**config.mk**
```make
export PLATFORM = sky130hd
export DESIGN_NAME = sobel_calc
export DESIGN_NICKNAME = d
export VERILOG_FILES = /design/src/rtl/sobel_calc.sv
export SDC_FILE = /design/constraint.sdc
export NUM_CORES = 1
export LEC_CHECK = 0
export BUFFER_PORTS_ARGS = -buffer_cell sky130_fd_sc_hd__buf_2
export CAP_MARGIN = 0
export CORE_AREA = 2 2 121 211
export CTS_CLUSTER_DIAMETER = 30
export DETAILED_ROUTE_END_ITERATION = 10
export DIE_AREA = 0 0 123 213
export GPL_ROUTABILITY_DRIVEN = 1
export PLACE_DENSITY = 0.57
export SLEW_MARGIN = 20
export SYNTH_ARGS = -nofsm -noshare
export SYNTH_HDL_FRONTEND = slang
export SYNTH_SLANG_ARGS = --single-unit
```
**constraint.sdc**
```tcl
create_clock -name clk -period 4.6 [get_ports clk]
set_input_delay 0.92 -clock clk [delete_from_list [all_inputs] [get_ports clk]]
set_output_delay 0.92 -clock clk [all_outputs]
set_load 0.01 [all_outputs]
```
**src/rtl/sobel_calc.sv**
```systemverilog
// sobel_calc: captures a 3x3 window per strobe, computes |Gx|+|Gy| (clamped or binarized), queues it in a FIFO.
// Strobe in cycle N -> FIFO push at end of N+2; no stall, a full FIFO drops new results and sets sticky overflow.
module sobel_calc #(
   parameter int         FIFO_DEPTH = 4,
   parameter bit         THRESH_EN  = 1'b0,
   parameter logic [7:0] THRESHOLD  = 8'd128
) (
   input  logic                        clk,
   input  logic                        rst,
   input  logic [2:0][2:0][7:0]        sobel_matrix,
   input  logic                        sobel_ready,
   input  logic                        out_ready,
   output logic [7:0]                  edge_pixel,
   output logic                        out_valid,
   output logic [$clog2(FIFO_DEPTH):0] fifo_count,
   output logic                        busy,
   output logic                        overflow
);
   localparam int AW = $clog2(FIFO_DEPTH);
   localparam int CW = AW + 1;
   localparam logic [CW-1:0] FULL_CNT = CW'(FIFO_DEPTH);

   function automatic logic [9:0] wsum(input logic [7:0] a, input logic [7:0] b, input logic [7:0] c);
      return 10'(a) + {1'b0, b, 1'b0} + 10'(c);
   endfunction

   // S1: window capture
   logic                 s1_v_q;
   logic [2:0][2:0][7:0] pix_q;

   always_ff @(posedge clk) begin
      if (rst) s1_v_q <= 1'b0;
      else     s1_v_q <= sobel_ready;
      if (sobel_ready) pix_q <= sobel_matrix;
   end

   // S2: signed gradients
   logic               s2_v_q;
   logic signed [10:0] gx_d, gy_d, gx_q, gy_q;

   assign gx_d = $signed({1'b0, wsum(pix_q[0][2], pix_q[1][2], pix_q[2][2])})
               - $signed({1'b0, wsum(pix_q[0][0], pix_q[1][0], pix_q[2][0])});
   assign gy_d = $signed({1'b0, wsum(pix_q[2][0], pix_q[2][1], pix_q[2][2])})
               - $signed({1'b0, wsum(pix_q[0][0], pix_q[0][1], pix_q[0][2])});

   always_ff @(posedge clk) begin
      if (rst) s2_v_q <= 1'b0;
      else     s2_v_q <= s1_v_q;
      gx_q <= gx_d;
      gy_q <= gy_d;
   end

   // S3: magnitude and output pixel; its register is the FIFO entry itself
   logic [10:0] gx_abs, gy_abs, mag;
   logic [7:0]  res_pix;

   assign gx_abs = gx_q[10] ? 11'(-gx_q) : 11'(gx_q);
   assign gy_abs = gy_q[10] ? 11'(-gy_q) : 11'(gy_q);
   assign mag    = gx_abs + gy_abs;

   always_comb begin
      res_pix = 8'd0;
      if (THRESH_EN) res_pix = (mag >= {3'b000, THRESHOLD}) ? 8'hFF : 8'h00;
      else           res_pix = (mag > 11'd255) ? 8'hFF : mag[7:0];
   end

   // Output FIFO
   logic [7:0]    mem_q [FIFO_DEPTH];
   logic [AW-1:0] wr_ptr_q, rd_ptr_q;
   logic [CW-1:0] cnt_q, cnt_d;
   logic          ovf_q;
   logic          push, pop, full, wr_en;

   assign full      = (cnt_q == FULL_CNT);
   assign out_valid = (cnt_q != '0);
   assign pop       = out_valid && out_ready;
   assign push      = s2_v_q;
   // A full FIFO still accepts the push when the head leaves in the same cycle.
   assign wr_en     = push && (!full || pop);

   always_comb begin
      cnt_d = cnt_q;
      if (wr_en && !pop)      cnt_d = cnt_q + CW'(1);
      else if (pop && !wr_en) cnt_d = cnt_q - CW'(1);
   end

   always_ff @(posedge clk) begin
      if (wr_en) mem_q[wr_ptr_q] <= res_pix;
   end

   always_ff @(posedge clk) begin
      if (rst) begin
         wr_ptr_q <= '0;
         rd_ptr_q <= '0;
         cnt_q    <= '0;
         ovf_q    <= 1'b0;
      end else begin
         if (wr_en)          wr_ptr_q <= wr_ptr_q + AW'(1);
         if (pop)            rd_ptr_q <= rd_ptr_q + AW'(1);
         cnt_q <= cnt_d;
         if (push && !wr_en) ovf_q    <= 1'b1;
      end
   end

   assign edge_pixel = out_valid ? mem_q[rd_ptr_q] : 8'd0;
   assign fifo_count = cnt_q;
   assign busy       = s1_v_q | s2_v_q;
   assign overflow   = ovf_q;
endmodule

```
==> results.yml <==
pwr:
  sequentialPowerShare_pct: 27.3
  power.density_mw_per_mm2: 805
  ir_worst_vdd_v: 0.000309
  pwr-share-comb_pct: 53.0
  power.leakage_nw: 3.54
  switching_share_pct: 39.0
  p_clk_share_pct: 19.7
  p_switching_mw: 2.71
  power.internal_mw: 4.24
  p_total_mw: 6.95
place:
  gp_congestion: 0.759
  post-dp-hpwl_mm: 10.2
  post_dp_cell_area_mm2: 0.00803
  portBuffers: 81
  pre_cts_slack_ns: 0.761
  dp.cells: 937
timing:
  drv_slew: 0
  whs_ns: 0.459
  final-hold-violation-count: 0
  min_period_over_period_pct: 84.3
  grt_setup_unrepaired: "false"
  setup_viol: 0
  fmax_ghz: 0.258
  maxSlewHeadroom_pct: 64.1
  tightest_slew_ns: 0.537
  tns_ns: 0
  fin_ws_ns: 0.720
  period_needed_ns: 3.88
  finClkSkew_ns: 0.00887
cts:
  post_cts_buffers: 0
  cts_buffer_depth: 2
  ctsResizeCount: 0
  cts_sinks: 130
  holdBufCountCts: 0
  tritoncts: "built"
  cts_buffers: 17
  cts_root_buffer: "clkbuf_16"
  clk_latency_ns: 0.43
  cts_max_level: 4
  clk_pin_slew_ns: 0.06
grt:
  overflow: 0
  grt_usage_pct: 10.4
  grt_pass1_vias: 4335
  antenna_found_initial: 0
  grt_max_degree: 45
  grt_pass1_wl_mm: 20.1
yosys:
  synth_flop_cell: "edfxtp_1"
  synth_cells: 551
  syn_nets: 732
  ys_warn_count: 0
  avgSynthCellArea_um2: 13.2
  ys_ff_latch: 130
  synth.distinct_cells: 48
  async_reset_ff_share_pct: 0
  synth_edf_count: 96
  ys_seq_area_share_pct: 49.1
  syn_area_mm2: 0.00726
final_layout:
  design_area_mm2: 0.00864
  nNetsFinal: 825
  drive_gt1_share_pct: 19.3
  instances_no_fill: 969
  fillers: 2450
  syn_to_final_growth_pct: 19.0
  final_util_pct: 35.2
  antenna_cells: 0
worst_setup_path:
  cpPeakStageDelay_ns: 0.58
  path_class: "flip-flop to flip-flop"
  crit_required_ns: 4.90
  cpLargestDelayFamily: "adder cells"
  worstPathMaxFanout: 3
  crit_arrival_ns: 4.18
  crit_chain: "inv_1 > fa_1 > fa_1 > fa_1 > inv_1 > fa_1 > nor2b_1 > o21ai_0 > a21boi_0 > o21ai_0 > o311ai_0"
  crit_buf_inv: 2
  cpMostUsedCell: "fa_1"
  crit_path_start_kind: "flip-flop"
  endpoint_kind: "flip-flop"
  cp_slowest_cell: "fa_1"
  regToRegSetupSlack_ns: 0.72
detailed_routing:
  vias: 4140
  wl_per_cell_um: 12.9
  firstDrtPassIters: 6
  initialDrtViolationCount: 108
  vias_per_cell: 4.27
  drtAntennaViolNets: 0
  drt_wl_total_mm: 12.5
  route.detailed.drc: 0
floorplan:
  die_y_um: 213
  core_area_mm2: 0.0245
  boundaryPins: 90
  dieArea_mm2: 0.0262
  rows: 76
  die_w_um: 123
  initial_core_util_pct: 29.6
flow_run:
  drv_cap: 0
run_status:
  outcome: "finished clean"
worst_hold_path:
  min_path_type: "flip-flop to flip-flop"
==> cell usage in the layout (no fill, tap or decap), types with 5 or more instances in the layout <==
cell type  count
mux4_2         8
nand2_1       24
dfxtp_1       34
nor2b_1       12
and2_1        13
clkinv_4       5
a21oi_1       13
o21ai_0       18
nor3_1         6
inv_1         86
a21o_1         6
ha_1          41
clkbuf_16     17
xor2_1        11
nor3b_1        5
xnor2_1       27
buf_2         81
nor2_1        22
edfxtp_1      96
fa_1          64
nand3_1        6
nand2b_1       7
==> power by group through the flow <==
stage | sequential [mW] | clock, mW | combinational [mW]
final | 1.90 | 1.37 | 3.68
after global placement | 1.93 | 0 | 3.67
after detailed placement | 1.93 | 0 | 3.73
after global routing | 1.94 | 1.46 | 4.20
after floorplan | 1.86 | 0 | 2.96
after CTS | 1.91 | 1.42 | 3.76
==> registers in the layout, indices dropped and copies added (netlist names), named ones only <==
| register | cells |
|---|---|
| mem_q | 32 |
| fifo_count | 3 |
| overflow | 1 |
| pix_q | 64 |
| push | 1 |
| wr_ptr_q | 2 |
| gy_q | 11 |
| s1_v_q | 1 |
| gx_q | 11 |
| rd_ptr_q | 2 |
==> layout make-up <==
cell class | count | area (um^2) | share of cell area, %
clock buffer | 18 | 429 | 4.97
clock inverter | 14 | 180 | 2.09
inverter | 86 | 323 | 3.74
multi-input combinational | 327 | 3340 | 38.6
sequential | 130 | 3560 | 41.3
tap | 312 | 390 | 4.52
timing repair buffer | 82 | 413 | 4.78
==> synthesized netlist by cell type, types with 2 or more instances <==
master	instances	area share, %
or3_1	4	0.34
mux4_2	8	2.5
inv_1	86	4.4
nand2_1	24	1.2
nor2_1	22	1.1
a21oi_1	13	0.90
o21a_1	2	0.21
fa_1	64	18
nor3b_1	5	0.52
a31oi_1	3	0.26
a211oi_1	2	0.21
nand3_1	6	0.41
mux2i_1	2	0.28
clkbuf_1	7	0.36
and2_1	13	1.1
nand2b_1	7	0.60
or2_1	2	0.17
nand4_1	3	0.26
o21ai_0	18	1.2
ha_1	41	7.1
a21boi_0	3	0.31
dfxtp_1	34	9.4
xor2_1	11	1.3
xnor2_1	27	3.3
o31ai_1	4	0.41
nor2b_1	12	1.0
o41ai_1	2	0.24
nor3_1	6	0.41
a21o_1	6	0.62
edfxtp_1	96	40
==> worst reg2reg max path, stage by stage (launching register included) <==
cell	delay, ns
edfxtp_1	0.43
inv_1	0.10
fa_1	0.44
fa_1	0.51
fa_1	0.58
inv_1	0.07
fa_1	0.45
nor2b_1	0.13
o21ai_0	0.16
a21boi_0	0.31
o21ai_0	0.20
o311ai_0	0.39
==> path summary, 6_finish.rpt <==
check             cells after the start  endpoint      start
setup / recovery                     11   gx_q[9]  pix_q[50]
hold / removal                        1      push     s1_v_q
setup reg to reg                     11   gx_q[9]  pix_q[50]
hold reg to reg                       1      push     s1_v_q
==> layer usage <==
| metal | GRT usage (%) | wire (um) | up-vias |
|---|---|---|---|
| met5 | 0 | 0 | - |
| met4 | 5.45 | 323 | 0 |
| met3 | 3.04 | 399 | 18 |
| met2 | 20.7 | 7650 | 78 |
| met1 | 8.91 | 4130 | 1991 |
| li1 | - | - | 2053 |
==> kinds of logic after synthesis <==
kind of cell               synth area share (%)
DFF                                        49.1
and+or+nand+nor                            8.35
adders and majority gates                  24.7
buffers and inverters                      4.88
AOI/OAI and AO/OA                          5.36
xor gates and xnor gates                   4.81
muxes                                      2.76
Power figures use the tool's default switching activity.
